File: src/rtl/if_fetch_unit_if.sv
// Instruction-memory read port used by the fetch unit.
//
// Handshake: the master raises imem_req with imem_addr and keeps both stable
// until a transfer happens; a transfer is any rising clock edge at which
// imem_req && imem_ack are both high. imem_rdata is only meaningful while
// imem_ack is high. At most one request is outstanding at a time. The master
// may drop imem_req without a transfer only when it is reset.
interface if_fetch_unit_if #(
    parameter int PC_WIDTH    = 8,
    parameter int INSTR_WIDTH = 32
) ();

    logic                   imem_req;
    logic [PC_WIDTH-1:0]    imem_addr;
    logic                   imem_ack;
    logic [INSTR_WIDTH-1:0] imem_rdata;

    // Fetch unit side: drives the request, receives the response.
    modport master (
        output imem_req,
        output imem_addr,
        input  imem_ack,
        input  imem_rdata
    );

    // Memory side: observes the request, drives the response.
    modport slave (
        input  imem_req,
        input  imem_addr,
        output imem_ack,
        output imem_rdata
    );

endinterface : if_fetch_unit_if

File: src/rtl/if_fetch_unit.sv
// Instruction-fetch stage.
//
// Owns the program counter and keeps one read request in flight to the
// instruction memory. Each fetched word is presented to the IF/ID register
// together with its address + 1 (outPC). A downstream stall is absorbed by a
// one-entry skid buffer so a read that completes while the output is held is
// never lost. A redirect pulse from a later stage flushes the output and
// restarts fetching at the new target; a read already in flight is allowed to
// finish and its data is thrown away.
//
// FSM:
//   IDLE     - one cycle after reset, no request.
//   FETCH    - request for r_req_addr outstanding.
//   BUFFERED - a fetched word waits in the skid buffer behind a held output.
//   SQUASH   - request for a pre-redirect address outstanding; its data is
//              discarded and fetching resumes at r_pc (the redirect target).
module if_fetch_unit #(
    parameter int                  PC_WIDTH    = 8,
    parameter int                  INSTR_WIDTH = 32,
    parameter logic [PC_WIDTH-1:0] RESET_PC    = '0
) (
    input  logic                   clk,
    input  logic                   rst,
    input  logic                   stall,
    input  logic                   redirect,
    input  logic [PC_WIDTH-1:0]    redirect_target,
    if_fetch_unit_if.master        imem,
    output logic [PC_WIDTH-1:0]    outPC,
    output logic [INSTR_WIDTH-1:0] outInstruction,
    output logic                   outValid,
    output logic [1:0]             o_dbg_state
);

    typedef enum logic [1:0] {
        S_IDLE     = 2'd0,
        S_FETCH    = 2'd1,
        S_BUFFERED = 2'd2,
        S_SQUASH   = 2'd3
    } state_t;

    localparam logic [PC_WIDTH-1:0] PC_ONE = {{(PC_WIDTH-1){1'b0}}, 1'b1};

    // ------------------------------------------------------------------
    // State
    // ------------------------------------------------------------------
    state_t                 r_state;
    logic [PC_WIDTH-1:0]    r_pc;          // next address to fetch after the current one
    logic [PC_WIDTH-1:0]    r_req_addr;    // address on the memory port
    logic [INSTR_WIDTH-1:0] r_buf_instr;   // skid buffer: word
    logic [PC_WIDTH-1:0]    r_buf_pc;      // skid buffer: its address + 1
    logic [PC_WIDTH-1:0]    r_out_pc;
    logic [INSTR_WIDTH-1:0] r_out_instr;
    logic                   r_out_valid;

    // ------------------------------------------------------------------
    // Next-state values
    // ------------------------------------------------------------------
    state_t                 w_state_nxt;
    logic [PC_WIDTH-1:0]    w_pc_nxt;
    logic [PC_WIDTH-1:0]    w_req_addr_nxt;
    logic [INSTR_WIDTH-1:0] w_buf_instr_nxt;
    logic [PC_WIDTH-1:0]    w_buf_pc_nxt;
    logic [PC_WIDTH-1:0]    w_out_pc_nxt;
    logic [INSTR_WIDTH-1:0] w_out_instr_nxt;
    logic                   w_out_valid_nxt;

    logic                   w_ack;
    logic                   w_out_held;
    logic [PC_WIDTH-1:0]    w_req_inc;

    assign w_ack      = imem.imem_ack;
    // The output slot is occupied and the consumer refuses it this cycle.
    assign w_out_held = stall && r_out_valid;
    // Address + 1 wraps naturally at 2^PC_WIDTH.
    assign w_req_inc  = r_req_addr + PC_ONE;

    // The request is a pure function of state, so it drops the instant the
    // asynchronous reset forces the FSM to IDLE.
    assign imem.imem_req  = (r_state == S_FETCH) || (r_state == S_SQUASH);
    assign imem.imem_addr = r_req_addr;

    assign outPC          = r_out_pc;
    assign outInstruction = r_out_instr;
    assign outValid       = r_out_valid;
    assign o_dbg_state    = r_state;

    // Next-state and datapath update logic; redirect takes priority over stall and ack.
    always_comb begin
        w_state_nxt     = r_state;
        w_pc_nxt        = r_pc;
        w_req_addr_nxt  = r_req_addr;
        w_buf_instr_nxt = r_buf_instr;
        w_buf_pc_nxt    = r_buf_pc;
        w_out_pc_nxt    = r_out_pc;
        w_out_instr_nxt = r_out_instr;
        w_out_valid_nxt = r_out_valid;

        if (redirect) begin
            // Flush whatever the output or skid buffer holds; new stream
            // starts at the target.
            w_pc_nxt        = redirect_target;
            w_out_pc_nxt    = '0;
            w_out_instr_nxt = '0;
            w_out_valid_nxt = 1'b0;

            case (r_state)
                S_IDLE, S_BUFFERED: begin
                    // No request outstanding, so the port may move at once.
                    w_req_addr_nxt = redirect_target;
                    w_state_nxt    = S_FETCH;
                end
                S_FETCH: begin
                    if (w_ack) begin
                        // Read completes now; drop its data and aim at target.
                        w_req_addr_nxt = redirect_target;
                        w_state_nxt    = S_FETCH;
                    end else begin
                        // Address must stay put until the memory answers.
                        w_state_nxt = S_SQUASH;
                    end
                end
                S_SQUASH: begin
                    if (w_ack) begin
                        // Stale read finishes in the same cycle as a newer
                        // redirect: go straight to the newest target.
                        w_req_addr_nxt = redirect_target;
                        w_state_nxt    = S_FETCH;
                    end else begin
                        w_state_nxt = S_SQUASH;
                    end
                end
                default: begin
                    w_state_nxt = S_IDLE;
                end
            endcase
        end else begin
            case (r_state)
                S_IDLE: begin
                    w_req_addr_nxt = r_pc;
                    w_state_nxt    = S_FETCH;
                end

                S_FETCH: begin
                    if (w_ack) begin
                        if (!w_out_held) begin
                            // Output slot free (or being consumed): deliver
                            // directly, zero cycles after the ack edge.
                            w_out_instr_nxt = imem.imem_rdata;
                            w_out_pc_nxt    = w_req_inc;
                            w_out_valid_nxt = 1'b1;
                            w_pc_nxt        = w_req_inc;
                            w_req_addr_nxt  = w_req_inc;
                        end else begin
                            // Output is frozen: park the word and stop
                            // requesting until the consumer drains.
                            w_buf_instr_nxt = imem.imem_rdata;
                            w_buf_pc_nxt    = w_req_inc;
                            w_pc_nxt        = w_req_inc;
                            w_state_nxt     = S_BUFFERED;
                        end
                    end else if (!stall) begin
                        // Current output consumed with nothing to replace it.
                        w_out_valid_nxt = 1'b0;
                    end
                end

                S_BUFFERED: begin
                    if (!stall) begin
                        w_out_instr_nxt = r_buf_instr;
                        w_out_pc_nxt    = r_buf_pc;
                        w_out_valid_nxt = 1'b1;
                        w_req_addr_nxt  = r_pc;
                        w_state_nxt     = S_FETCH;
                    end
                end

                S_SQUASH: begin
                    if (w_ack) begin
                        // Stale data is ignored; restart at the redirect target.
                        w_req_addr_nxt = r_pc;
                        w_state_nxt    = S_FETCH;
                    end
                end

                default: begin
                    w_state_nxt = S_IDLE;
                end
            endcase
        end
    end

    // State and datapath registers with asynchronous active-low reset.
    always_ff @(posedge clk or negedge rst) begin
        if (!rst) begin
            r_state     <= S_IDLE;
            r_pc        <= RESET_PC;
            r_req_addr  <= RESET_PC;
            r_buf_instr <= '0;
            r_buf_pc    <= '0;
            r_out_pc    <= '0;
            r_out_instr <= '0;
            r_out_valid <= 1'b0;
        end else begin
            r_state     <= w_state_nxt;
            r_pc        <= w_pc_nxt;
            r_req_addr  <= w_req_addr_nxt;
            r_buf_instr <= w_buf_instr_nxt;
            r_buf_pc    <= w_buf_pc_nxt;
            r_out_pc    <= w_out_pc_nxt;
            r_out_instr <= w_out_instr_nxt;
            r_out_valid <= w_out_valid_nxt;
        end
    end

endmodule : if_fetch_unit

File: src/flat_wrapper.sv
// flat-port wrapper written by rule: the top's interface ports become plain ports
module if_fetch_unit_flat 
#(
    parameter int                  PC_WIDTH    = 8,
    parameter int                  INSTR_WIDTH = 32,
    parameter logic [PC_WIDTH-1:0] RESET_PC    = '0
)
  (clk, rst, stall, redirect, redirect_target, outPC, outInstruction, outValid, o_dbg_state, imem_imem_req, imem_imem_addr, imem_imem_ack, imem_imem_rdata);
  if_fetch_unit_if #(.PC_WIDTH(PC_WIDTH), .INSTR_WIDTH(INSTR_WIDTH)) imem_i ();
  input  logic clk;
  input  logic rst;
  input  logic stall;
  input  logic redirect;
  input  logic [PC_WIDTH-1:0] redirect_target;
  output logic [PC_WIDTH-1:0] outPC;
  output logic [INSTR_WIDTH-1:0] outInstruction;
  output logic outValid;
  output logic [1:0] o_dbg_state;
  output wire logic [$bits(imem_i.imem_req)-1:0] imem_imem_req;
  output wire logic [$bits(imem_i.imem_addr)-1:0] imem_imem_addr;
  input wire logic [$bits(imem_i.imem_ack)-1:0] imem_imem_ack;
  input wire logic [$bits(imem_i.imem_rdata)-1:0] imem_imem_rdata;
  assign imem_imem_req = imem_i.imem_req;
  assign imem_imem_addr = imem_i.imem_addr;
  assign imem_i.imem_ack = imem_imem_ack;
  assign imem_i.imem_rdata = imem_imem_rdata;
  if_fetch_unit #(.PC_WIDTH(PC_WIDTH), .INSTR_WIDTH(INSTR_WIDTH), .RESET_PC(RESET_PC)) u_core (.clk(clk), .rst(rst), .stall(stall), .redirect(redirect), .redirect_target(redirect_target), .imem(imem_i), .outPC(outPC), .outInstruction(outInstruction), .outValid(outValid), .o_dbg_state(o_dbg_state));
endmodule
File: config.mk
export PLATFORM = sky130hd
export DESIGN_NAME = if_fetch_unit_flat
export DESIGN_NICKNAME = d
export VERILOG_FILES = /design/src/rtl/if_fetch_unit_if.sv /design/src/rtl/if_fetch_unit.sv /design/src/flat_wrapper.sv
export SDC_FILE = /design/constraint.sdc
export NUM_CORES = 1
export LEC_CHECK = 0
export ABC_AREA = 1
export CORE_AREA = 2 2 104 106
export DETAILED_ROUTE_END_ITERATION = 12
export DIE_AREA = 0 0 106 108
export GPL_ROUTABILITY_DRIVEN = 0
export PLACE_DENSITY = 0.71
export SLEW_MARGIN = 5
export SYNTH_ARGS = -nofsm -noshare
export SYNTH_HDL_FRONTEND = slang
export SYNTH_SLANG_ARGS = --single-unit
File: constraint.sdc
create_clock -name clk -period 1.7 [get_ports clk]
set_input_delay 0.34 -clock clk [delete_from_list [all_inputs] [get_ports clk]]
set_output_delay 0.34 -clock clk [all_outputs]
set_load 0.02 [all_outputs]
==> impl_metrics.tcl, run 1 <==
set metrics [dict create \
    vias_per_cell 4.94 \
    synth_adder_area_share 0.00275 \
    critical_path_class "flop to output pin" \
    drcViolationCount 0 \
    leakage_nw 3.31 \
    dr.pass1.iters 5 \
    cp_num_buf_inv 1 \
    fill_cells 925 \
    track_usage 0.198 \
    required_ps 1360 \
    synthXorXnorAreaFrac 0.00193 \
    r2r_setup_slack_ps 150 \
    path_cells "clkdlybuf4s50_1" \
    skew_ps 7.06 \
    dieArea_um2 11400 \
    worstPathArrival_ps 1310 \
    yosysWarnings 0 \
    p_int_mw 5.73 \
    cp-start-kind "flop" \
    slew_viol_final 0 \
    cp-end-kind "output pin" \
    rsz0062_at_grt "no" \
    htree_levels 3 \
    synth_compound_area_frac 0.160 \
    finalWirelength_um 10800 \
    synthSimpleGateAreaFrac 0.212 \
    slew_headroom 0.760 \
    fmax_mhz 605 \
    path_delay_family "buffers and inverters" \
    cts_inserted_buffers 9 \
    path_max_fanout 2 \
    postSynthAreaPerCell_um2 8.02 \
    grt.overflow.total 0 \
    p_sw_frac 0.413 \
    cpMaxStageDelayCell "clkdlybuf4s50_1" \
    core-area_um2 10200 \
    dp_hpwl_um 7550 \
    grt_pass1_vias 3810 \
    grt_max_degree 76 \
    synth_top_family_by_area "simple AND/OR/NAND/NOR gates" \
    fin_ws_ps 47.5 \
    pre_cts_ws_ps -153 \
    antenna_cells 0 \
    syn_to_final_growth_pct 31.9 \
    dpl_cell_area_um2 5770 \
    final_core_util 0.586 \
    fp.dieW_um 106 \
    drv_cap 0 \
    status "finished, final reports clean" \
    tns_ps 0 \
    final_nets 715 \
    final_area_um2 6000 \
    multi_input_area_um2 1720 \
    placementRows 37 \
    seqPwrFrac 0.418 \
    antenna_left 0 \
    vias 4003 \
    numPortBuffers 96 \
    route.detailed.wl_per_inst_um 13.3 \
    power.net_switching_mw 4.03 \
    clkPwrFrac 0.142 \
    ys_seq_area_frac 0.545 \
    cts_tree "built" \
    start_util 0.444 \
    drive_above_1_share 0.0801 \
    period_minus_slack_ps 1650 \
    yosysUniqueCellTypes 26 \
    powerDensity_nw_per_um2 1630 \
    reg2reg_depth 8 \
    clk_pin_slew_ps 100 \
    comb_power_share 0.440 \
    final_hold_viol_count 0 \
    setup_viol 0 \
    async_flop_share 1.00 \
    min_path_type "input pin to async pin" \
    synth_mux_area_frac 0 \
    seq_area_um2 2480 \
    clk_latency_ps 360 \
    post_cts_buffers 0 \
    synth-seq-cells 99 \
    worstMarginPinSlew_ps 360 \
    cpPeakStageDelay_ps 610 \
    antenna_found_initial 0 \
    synth.cell_area_um2 4550 \
    synthFlopType "dfrtp_1" \
    clock-root-buffer "clkbuf_8" \
    syn_inst 567 \
    die_h_um 108 \
    period_share 0.972 \
    timing.rr.end "u_core.outInstruction[24]" \
    drt_iter0_markers 243 \
    timing.rr.start "u_core.o_dbg_state[1]" \
    ir_worst_vdd_v 0.000764 \
    finalPower_mw 9.76 \
    synth_nets 613 \
    synth_edf_count 0 \
    cts_sinks 99 \
    boundaryPins 97 \
    grt_first_pass_wirelength_um 18100 \
    clockBufferDepth 2 \
]
==> sequential cells by signal (all words and copies together), names as in the netlist <==
name and cells:
u_core.outInstruction 32, u_core.r_buf_instr 32, u_core.outValid 1, u_core.r_pc 8, u_core.outPC 8, u_core.imem.imem_addr 8
u_core.o_dbg_state 2, u_core.r_buf_pc 8
==> stage by stage <==
| step | hold WS [ps] | instances |
|---|---|---|
| after floorplan | 44.4 | 567 |
| after global placement | 273 | 793 |
| after detailed placement | 275 | 793 |
| after CTS | 430 | 810 |
| after global routing | 455 | 810 |
| final | 431 | 810 |
==> Yosys cell counts, types with 2 or more instances <==
master,number,area share
nor2_4,2,0.0050
nand2_2,2,0.0028
a21oi_1,8,0.0088
a31oi_1,3,0.0041
nand2_1,191,0.16
nand3_2,2,0.0044
clkbuf_1,8,0.0066
buf_4,4,0.0066
inv_1,53,0.044
o21ai_1,28,0.031
buf_2,15,0.017
nand3_1,17,0.019
o21ai_0,101,0.11
dfrtp_1,99,0.55
nor2_1,23,0.019
==> repair_timing <==
item | CTS | global route
endpoints found under the setup margin | 22 | 30
endpoints found under the hold margin | 23 | 0
pin swaps | 0 | 1
hold buffers | 1 | 0
resized for setup | 24 | 25
==> cell families after synthesis <==
kind of cell	Yosys count
adders and majority gates	1
xor gates and xnor gates	1
and+or+nand+nor	240
buffers and inverters	83
DFF	99
AOI/OAI and AO/OA	143
==> area by class of cell <==
type,count,area share
multi-input combinational,385,0.286
clock buffer,10,0.0230
timing repair buffer,120,0.208
inverter,54,0.0338
sequential,99,0.414
tap,136,0.0284
clock inverter,6,0.00668
==> worst max path at each step <==
stage	start	to	slack [ps]	cells past startpoint
6_report	u_core.outInstruction[27]	outInstruction[27]	50	1
2_1_floorplan	u_core.o_dbg_state[0]	u_core.r_buf_instr[20]	180	7
3_5_place_dp	redirect	u_core.imem.imem_addr[6]	-150	6
3_3_place_gp	redirect	u_core.imem.imem_addr[7]	-110	6
5_1_grt	u_core.outInstruction[2]	outInstruction[2]	4	1
4_1_cts	u_core.outInstruction[23]	outInstruction[23]	0.4	1
==> placed cells by master, fill, tap and decap left out <==
cell type,instances
nand2_1,190
o21ai_0,101
dfrtp_1,96
inv_1,53
clkdlybuf4s50_1,49
o21ai_1,28
dlymetal6s2s_1,24
nor2_1,23
dlygate4sd2_1,22
buf_4,18
nand3_1,17
clkbuf_8,10
a21oi_1,8
buf_12,6
a31oi_1,3
nand2_2,3
clkinv_2,3
dfrtp_2,3
nor2_4,2
nand3_2,2
xnor2_1,1
inv_2,1
o21ai_2,1
a21oi_2,1
or2_2,1
nand4_1,1
nand3b_1,1
o211ai_1,1
ha_1,1
inv_6,1
clkinv_4,1
clkinvlp_4,1
dlygate4sd3_1,1
==> per-layer routing <==
metal,global-route usage,wire length (µm),vias to the layer above
met2,0.327,5100,107
met1,0.274,5130,1876
met5,0,0,-
met3,0.0289,451,8
met4,0.0592,105,0
li1,-,-,2012
==> power by group through the flow <==
| stage | combinational [mW] | sequential [mW] | clock, mW |
|---|---|---|---|
| final | 4.30 | 4.08 | 1.38 |
| after global routing | 4.81 | 4.24 | 1.51 |
| after CTS | 4.39 | 4.09 | 1.42 |
| after detailed placement | 4.55 | 4.13 | 0 |
| after global placement | 4.46 | 4.08 | 0 |
| after floorplan | 1.92 | 4.63 | 0 |
(Power assumes the default switching activity.)
==> inputs of run 2 (changes only) <==
==> constraint.sdc (replaced) <==
create_clock -name clk -period 1.98 [get_ports clk]
set_input_delay 0.396 -clock clk [delete_from_list [all_inputs] [get_ports clk]]
set_output_delay 0.396 -clock clk [all_outputs]
set_load 0.02 [all_outputs]
==> impl_metrics.tcl, run 2 (synthesis gave the netlist of run 1 again) <==
set metrics [dict create \
    status "finished, final reports clean" \
    mostFrequentLayoutCell "nand2_1" \
    comb_power_share 0.431 \
    dpl_cell_area_um2 5690 \
    period_share 0.951 \
    boundaryPins 97 \
    slew_viol_final 0 \
    final_cells 800 \
    cts_inserted_buffers 9 \
    p_int_mw 5.29 \
    clk_latency_ps 360 \
    grt_first_pass_wirelength_um 17400 \
    final_nets 705 \
    fp.dieW_um 106 \
    grt.overflow.total 0 \
    clkPwrFrac 0.168 \
    period_minus_slack_ps 1880 \
    dr.pass1.iters 5 \
    dp_hpwl_um 7450 \
    grt_max_degree 68 \
    antenna_left 0 \
    drv_cap 0 \
    powerDensity_nw_per_um2 1480 \
    htree_levels 3 \
    final_cell_mix "190 x nand2_1, 101 x o21ai_0, 97 x dfrtp_1" \
    multi_input_area_um2 1720 \
    tns_ps 0 \
    setup_viol 0 \
    cp-start-kind "flop" \
    cp-end-kind "output pin" \
    antenna_cells 0 \
    pre_cts_ws_ps -34.2 \
    path_max_fanout 10 \
    vias_per_cell 5.00 \
    dieArea_um2 11400 \
    path_cells "clkdlybuf4s50_1" \
    skew_ps 16.7 \
    drcViolationCount 0 \
    worstPathArrival_ps 1490 \
    syn_to_final_growth_pct 30.5 \
    ir_worst_vdd_v 0.000759 \
    fill_cells 928 \
    cpMaxStageDelayCell "clkdlybuf4s50_1" \
    clockBufferDepth 2 \
    critical_path_class "flop to output pin" \
    antenna_found_initial 0 \
    leakage_nw 2.89 \
    final_area_um2 5930 \
    cts_tree "built" \
    final_hold_viol_count 0 \
    rsz0062_at_grt "no" \
    power.net_switching_mw 3.46 \
    seqPwrFrac 0.401 \
    numPortBuffers 96 \
    reg2reg_depth 5 \
    drive_above_1_share 0.0648 \
    path_depth 1 \
    dp_cells 783 \
    slew_headroom 0.630 \
    finalPower_mw 8.75 \
    clk_pin_slew_ps 100 \
    cpPeakStageDelay_ps 650 \
    worstMarginPinSlew_ps 551 \
    vias 3999 \
    route.detailed.wl_per_inst_um 13.3 \
    grt_pass1_vias 3713 \
    drt_iter0_markers 254 \
    placementRows 37 \
    cp_num_buf_inv 1 \
    min_path_type "input pin to async pin" \
    p_sw_frac 0.396 \
    core-area_um2 10200 \
    start_util 0.444 \
    track_usage 0.190 \
    clock-root-buffer "clkbuf_8" \
    fmax_mhz 531 \
    finalWirelength_um 10600 \
    path_delay_family "buffers and inverters" \
    die_h_um 108 \
    cts_sinks 99 \
    seq_area_um2 2480 \
    fin_ws_ps 97.0 \
    required_ps 1580 \
]
-- run 2: timing repair --
| action | in CTS | in global routing |
|---|---|---|
| setup endpoints to repair | 2 | 1 |
| hold buffers | 1 | 0 |
| hold endpoints to repair | 23 | 0 |
| setup buffers | 0 | 0 |
| gates resized for setup | 1 | 1 |
| pin swaps | 0 | 0 |
-- run 2: worst paths after layout --
path	slack (ps)	start	to
setup / recovery	100	u_core.o_dbg_state[0]	o_dbg_state[0]
hold / removal	470	rst	u_core.r_buf_instr[12]
setup reg to reg	270	u_core.imem.imem_addr[0]	u_core.imem.imem_addr[2]
hold reg to reg	490	u_core.r_buf_instr[30]	u_core.r_buf_instr[30]
max in group asynchronous	830	rst	u_core.o_dbg_state[0]
min in group clk	490	u_core.r_buf_instr[30]	u_core.r_buf_instr[30]
-- run 2: layout make-up --
cell class | instances | share of cell area
inverter | 54 | 0.0342
sequential | 99 | 0.418
clock inverter | 6 | 0.0160
multi-input combinational | 385 | 0.289
timing repair buffer | 110 | 0.190
tap | 136 | 0.0287
clock buffer | 10 | 0.0232
-- run 2: power groups by stage --
stage	logic [mW]	registers, mW	clock network (mW)
global placement	3.70	3.51	0
floorplan	1.65	3.97	0
finish	3.77	3.51	1.47
CTS	3.81	3.50	1.52
detailed placement	3.79	3.54	0
global route	4.18	3.62	1.58
-- run 2: metal layers --
metal,wire length (µm),GRT usage,vias up
met5,0,0,-
met4,127,0.0583,0
met3,580,0.0392,9
met2,5170,0.326,118
met1,4740,0.244,1879
li1,-,-,1993
-- run 2: through the flow --
step           hold WS [ps]  utilization
6_report                471        0.580
5_1_grt                 484        0.580
4_1_cts                 462        0.580
3_5_place_dp            324        0.556
3_3_place_gp            319        0.556
2_1_floorplan           100            -
==> inputs of run 3 (changes only) <==
--- a/config.mk
+++ b/config.mk
@@ -11,7 +11,7 @@
 export DIE_AREA = 0 0 106 108
 export GPL_ROUTABILITY_DRIVEN = 0
 export PLACE_DENSITY = 0.71
-export SLEW_MARGIN = 5
+export SLEW_MARGIN = 10
 export SYNTH_ARGS = -nofsm -noshare
 export SYNTH_HDL_FRONTEND = slang
 export SYNTH_SLANG_ARGS = --single-unit
==> results of run 3 <==
The final DEF is identical to that of run 2; final timing and power are the same.
==> RTL edit 1, RTL diff (config.mk and constraints of run 3) <==
Take the reset off `r_buf_instr`, `r_buf_pc` and `r_out_instr` and load them in a clocked block of their own.
--- a/src/rtl/if_fetch_unit.sv
+++ b/src/rtl/if_fetch_unit.sv
@@ -197,6 +197,3 @@
             r_req_addr  <= RESET_PC;
-            r_buf_instr <= '0;
-            r_buf_pc    <= '0;
             r_out_pc    <= '0;
-            r_out_instr <= '0;
             r_out_valid <= 1'b0;
@@ -206,6 +203,3 @@
             r_req_addr  <= w_req_addr_nxt;
-            r_buf_instr <= w_buf_instr_nxt;
-            r_buf_pc    <= w_buf_pc_nxt;
             r_out_pc    <= w_out_pc_nxt;
-            r_out_instr <= w_out_instr_nxt;
             r_out_valid <= w_out_valid_nxt;
@@ -214,2 +208,8 @@
 
+    always_ff @(posedge clk) begin
+        r_buf_instr <= w_buf_instr_nxt;
+        r_buf_pc    <= w_buf_pc_nxt;
+        r_out_instr <= w_out_instr_nxt;
+    end
+
 endmodule : if_fetch_unit
Behaviour: differs if rst is asserted again (counterexample within 4 cycles, from zero or initial values and one cycle with rst low); with rst held inactive, the same outputs for 4 cycles.
==> RTL edit 1 against run 3 <==
Setup slack gained 0.76 ps; final cell count is 2.3% lower; wire length is 4.5% lower; final area is 3.1% lower; largest power group unchanged; area after synthesis decreased by 3.3%; sequential cell count did not move; largest cell class unchanged; power down 7.7%; global-route usage decreased by 1.2 points.
==> RTL edit 1: results (changes against run 3) <==
Worst slew pin tran: 398 ps (was 551 ps)
Multi-input logic area: 1650 um^2 (was 1720 um^2)
Dpl cells: 766 (was 783)
Worst Skew: 14.3 ps (was 16.7 ps)
Port Buffers: 96 (unchanged)
R2R depth: 8 (was 5)
Clock root cell: clkbuf_8 (unchanged)
First-pass GRT wire length: 16400 um (was 17400 um)
Placed cell area: 5550 um^2 (was 5690 um^2)
Vias in the first global route: 3534 (was 3713)
Status: finished clean (unchanged)
Post-synth EDFFs: 40 (was 0)
Post-DR wirelength/cell: 13.0 um (was 13.3 um)
Number of diodes: 0 (unchanged)
WP data arrival: 1490 ps (about the same)
Top Family by Delay on Critical Path: buffers and inverters (unchanged)
Final nets: 687 (was 705)
Largest net degree at the start of global routing: 41 (was 68)
Sequential-to-total area share from yosys stat: 57.3% (was 54.5%)
Async set-reset flop share out of synthesis: 27.3% (was 100%)
Leak pwr: 2.66 nW (was 2.89 nW)
R2R Path Start: u_core.o_dbg_state[1] (was u_core.imem.imem_addr[0])
H-tree lvl count: 3 (unchanged)
Initial drt markers: 171 (was 254)
Worst skew pair latency: 350 ps
Post-synth top cells: nand2_1 (276), nand3_1 (58), edfxtp_1 (40) (was nand2_1 (191), o21ai_0 (101), dfrtp_1 (99))
Filler cell count: 951 (was 928)
Worst-path maximum fanout: 7 (was 10)
Worst slack, placed: -2.24 ps (was -34.2 ps)
Area contributors post-synth: edfxtp_1 (27%), nand2_1 (24%), dfrtp_1 (15%) (was dfrtp_1 (55%), nand2_1 (16%), o21ai_0 (11%))
Crit path from: u_core.imem.imem_addr[5] (was u_core.o_dbg_state[0])
Worst setup path endpoint: imem_imem_addr[5] (was o_dbg_state[0])
Via density: 4.78 (was 5.00)
YS warnings: 0 (unchanged)
Non-filler cells, final: 782 (was 800)
Gr usage total: 17.8% (was 19.0%)
Syn Nets: 589 (was 613)
Share of cells above drive strength 1: 7.43% (was 6.48%)
FF-to-FF setup slack: 420 ps (was 270 ps)
Primary FF master, synth: edfxtp_1 (was dfrtp_1)
Hold Worst Slack: 414 ps (was 471 ps)
Mean Syn Cell Area: 8.10 um^2 (was 8.02 um^2)
DP Wirelength: 7260 um (was 7450 um)
Setup Buffers After CTS: 0 (unchanged)
Peak supply drop: 0.728 mV (was 0.759 mV)
Drt pass-1 iters: 5 (unchanged)
R2r endpoint: u_core.r_buf_instr[17] (was u_core.imem.imem_addr[2])
Inserted Clock Buffers: 9 (unchanged)
HP Class: input port to async pin (unchanged)
Synth unique cells: 28 (was 26)
==> RTL edit 1: cell count changes after synthesis, moves of 3 or more <==
cell / run 3 / this run
o21ai_0: 101 / 9
nand2_1: 191 / 276
dfrtp_1: 99 / 27
nand3_1: 17 / 58
edfxtp_1: 0 / 40
dfxtp_1: 0 / 32
inv_1: 53 / 23
o21ai_1: 28 / 0
buf_4: 4 / 0
clkbuf_1: 8 / 5
inv_2: 1 / 4
nor2_1: 23 / 26
==> RTL edit 1: repair_timing <==
action,4_1_cts,5_1_grt
resized for setup,1,1
setup endpoints to repair,2,1
endpoints found under the hold margin,0,0
==> RTL edit 1: how the worst min path moves through the flow <==
stage / startpoint / to / depth (start not counted)
2_1_floorplan: rst / u_core.imem.imem_addr[0] / 0
3_3_place_gp: u_core.outInstruction[10] / u_core.outInstruction[10] / 2
3_5_place_dp: u_core.outInstruction[21] / u_core.outInstruction[21] / 2
4_1_cts: rst / u_core.r_pc[3] / 2
5_1_grt: rst / u_core.r_pc[1] / 2
6_report: rst / u_core.r_pc[1] / 2
==> RTL edit 1: cells by family after synthesis <==
family / after synthesis / synth area share (%)
AOI/OAI and AO/OA: 23 / 2.90
adders and majority gates: 1 / 0.285
xor gates and xnor gates: 1 / 0.199
DFF: 99 / 57.3
and+or+nand+nor: 368 / 34.0
buffers and inverters: 51 / 5.32
==> RTL edit 1: area by class of cell <==
cell class                      instances  share of cell area (%)
Timing Repair Buffer                  110                    19.2
Clock buffer                           10                    2.39
Tap cell                              136                    2.96
Clock inverter                          6                   0.980
Multi-Input combinational cell        393                    28.7
Sequential cell                        99                    43.9
Inverter                               28                    1.94
==> RTL edit 1: layer usage <==
layer | global-route usage [%] | share of wire (%) | wire [um] | vias up
met2 | 31.1 | 49 | 4990 | 97
met4 | 4.14 | 0.80 | 81 | 0
li1 | - | - | - | 1924
met3 | 2.83 | 4.2 | 425 | 7
met1 | 23.5 | 46 | 4640 | 1710
met5 | 0 | 0 | 0 | -
==> RTL edit 1: power by group <==
part	leakage [nW]	total, mW	switching, mW	internal [mW]
sequential	0.956	3.14	0.428	2.71
combinational	1.61	3.69	2.19	1.50
clock	0.0973	1.25	0.731	0.521
total	2.66	8.08	3.35	4.73
==> RTL edit 1: metrics by stage <==
step	setup TNS [ps]	power (mW)
2_1_floorplan	0	5.32
3_3_place_gp	0	6.79
3_5_place_dp	-3.98	6.89
4_1_cts	0	8.15
5_1_grt	0	8.63
6_report	0	8.08
==> RTL edit 2, RTL diff (flow settings as in run 3) <==
Without the edit above. `INSTR_WIDTH` is set to 32 in 3 places; all go to 36.
--- a/src/rtl/if_fetch_unit_if.sv
+++ b/src/rtl/if_fetch_unit_if.sv
@@ -9,3 +9,3 @@
     parameter int PC_WIDTH    = 8,
-    parameter int INSTR_WIDTH = 32
+    parameter int INSTR_WIDTH = 36
 ) ();
--- a/src/rtl/if_fetch_unit.sv
+++ b/src/rtl/if_fetch_unit.sv
@@ -18,3 +18,3 @@
     parameter int                  PC_WIDTH    = 8,
-    parameter int                  INSTR_WIDTH = 32,
+    parameter int                  INSTR_WIDTH = 36,
     parameter logic [PC_WIDTH-1:0] RESET_PC    = '0
--- a/src/flat_wrapper.sv
+++ b/src/flat_wrapper.sv
@@ -4,3 +4,3 @@
     parameter int                  PC_WIDTH    = 8,
-    parameter int                  INSTR_WIDTH = 32,
+    parameter int                  INSTR_WIDTH = 36,
     parameter logic [PC_WIDTH-1:0] RESET_PC    = '0
Interface: changed (resized imem_imem_rdata and outInstruction); port bits go from 97 to 105. No check against the original RTL was run, so the function may have changed too.
==> RTL edit 2 against run 3 <==
Area after synthesis rose by 9.0%; wire length rose by 8.1%; final area rose by 8.4%; maximum frequency fell by 3.0%; via count rose by 6.2%; setup slack got worse by 58 ps; critical endpoint unchanged; utilization rose by 4.8 points; sequential cell count rose by 8; highest routed layer unchanged; critical path depth did not move; count of clock-buffer cells in the layout fell by 1.
Power is not compared: it rests on default switching activity, and its combinational part moved more than twofold at a synthesized area within 25%.
==> RTL edit 2: results (changes against run 3) <==
R2R depth: 6 (was 5)
HP Class: register to register (was input port to async pin)
Worst path max stage delay: 670 ps (was 650 ps)
R2r endpoint: u_core.r_pc[4] (was u_core.imem.imem_addr[2])
Final nets: 750 (was 705)
Largest net degree at the start of global routing: 45 (was 68)
Worst-path maximum fanout: 7 (was 10)
Syn Nets: 641 (was 613)
Dpl cells: 824 (was 783)
First-pass GRT wire length: 19700 um (was 17400 um)
Post-synth top cells: nand2_1 (191), dfrtp_1 (107), o21ai_1 (64) (was nand2_1 (191), o21ai_0 (101), dfrtp_1 (99))
Met2 Use GR: 34.1% (was 32.6%)
Sequential-to-total area share from yosys stat: 54.0% (was 54.5%)
Initial drt markers: 183 (was 254)
Synth unique cells: 25 (was 26)
Met1 wire length: 5430 um (was 4740 um)
WP data arrival: 1540 ps (was 1490 ps)
Via count: 4246 (was 3999)
Status: finished clean (unchanged)
Port Buffers: 104 (was 96)
GR Layer Usage met1: 30.7% (was 24.4%)
Mean Syn Cell Area: 8.39 um^2 (was 8.02 um^2)
Netlist Area Pre-Place: 4960 um^2 (was 4550 um^2)
Vias in the first global route: 4143 (was 3713)
Share of cells above drive strength 1: 9.65% (was 6.48%)
Post-DR wirelength/cell: 13.7 um (was 13.3 um)
Relative slew slack: 67.6% (was 63.0%)
[RTL edit 2: layout make-up]
cell class / instances / area [um^2]
inverter: 64 / 240
sequential: 107 / 2680
fill: 913 / 3800
timing repair buffer: 126 / 1310
tap: 136 / 170
multi-input combinational: 392 / 1850
clock inverter: 7 / 61.3
clock buffer: 9 / 124
[RTL edit 2: logic make-up after synthesis]
group | Yosys count | share of synthesized area (%)
xor+xnor | 1 | 0.177
flops | 107 | 54.0
fa+ha+maj | 1 | 0.252
simple gates | 237 | 19.5
buf+inv | 92 | 8.76
compound gates | 153 | 17.3
[RTL edit 2: power by group]
| group | switching [mW] | total, mW | internal [mW] |
|---|---|---|---|
| sequential | 0.328 | 3.07 | 2.74 |
| combinational | 1.01 | 1.85 | 0.841 |
| clock | 0.789 | 1.27 | 0.480 |
[RTL edit 2: timing repair]
item,4_1_cts,5_1_grt
setup endpoints to repair,0,0
buffers inserted,0,0
gates resized for setup,0,0
hold buffers,1,0
hold endpoints to repair,33,0
[RTL edit 2: stage by stage]
step	hold slack, ps	worst slack (ps)	instance area [um^2]	setup TNS [ps]
5_1_grt	496	2.22	6430	0
2_1_floorplan	100	524	4960	0
4_1_cts	488	34.5	6430	0
6_report	482	39.5	6430	0
3_3_place_gp	383	-3.91	6230	-3.91
3_5_place_dp	394	-65.9	6230	-388
[RTL edit 2: how the worst min path moves through the flow]
stage	endpoint	slack, ps	cells past startpoint
after detailed placement	u_core.outInstruction[19]	390	1
after global routing	u_core.r_buf_instr[28]	500	2
after floorplan	u_core.imem.imem_addr[0]	100	0
after CTS	u_core.r_buf_instr[28]	490	2
after global placement	u_core.outInstruction[19]	380	1
final	u_core.r_buf_instr[28]	480	2
[RTL edit 2: tightest hold or removal path, stage by stage (launching register included)]
cell and delay [ps]:
dfrtp_1 350, nand2_1 60, o21ai_2 50
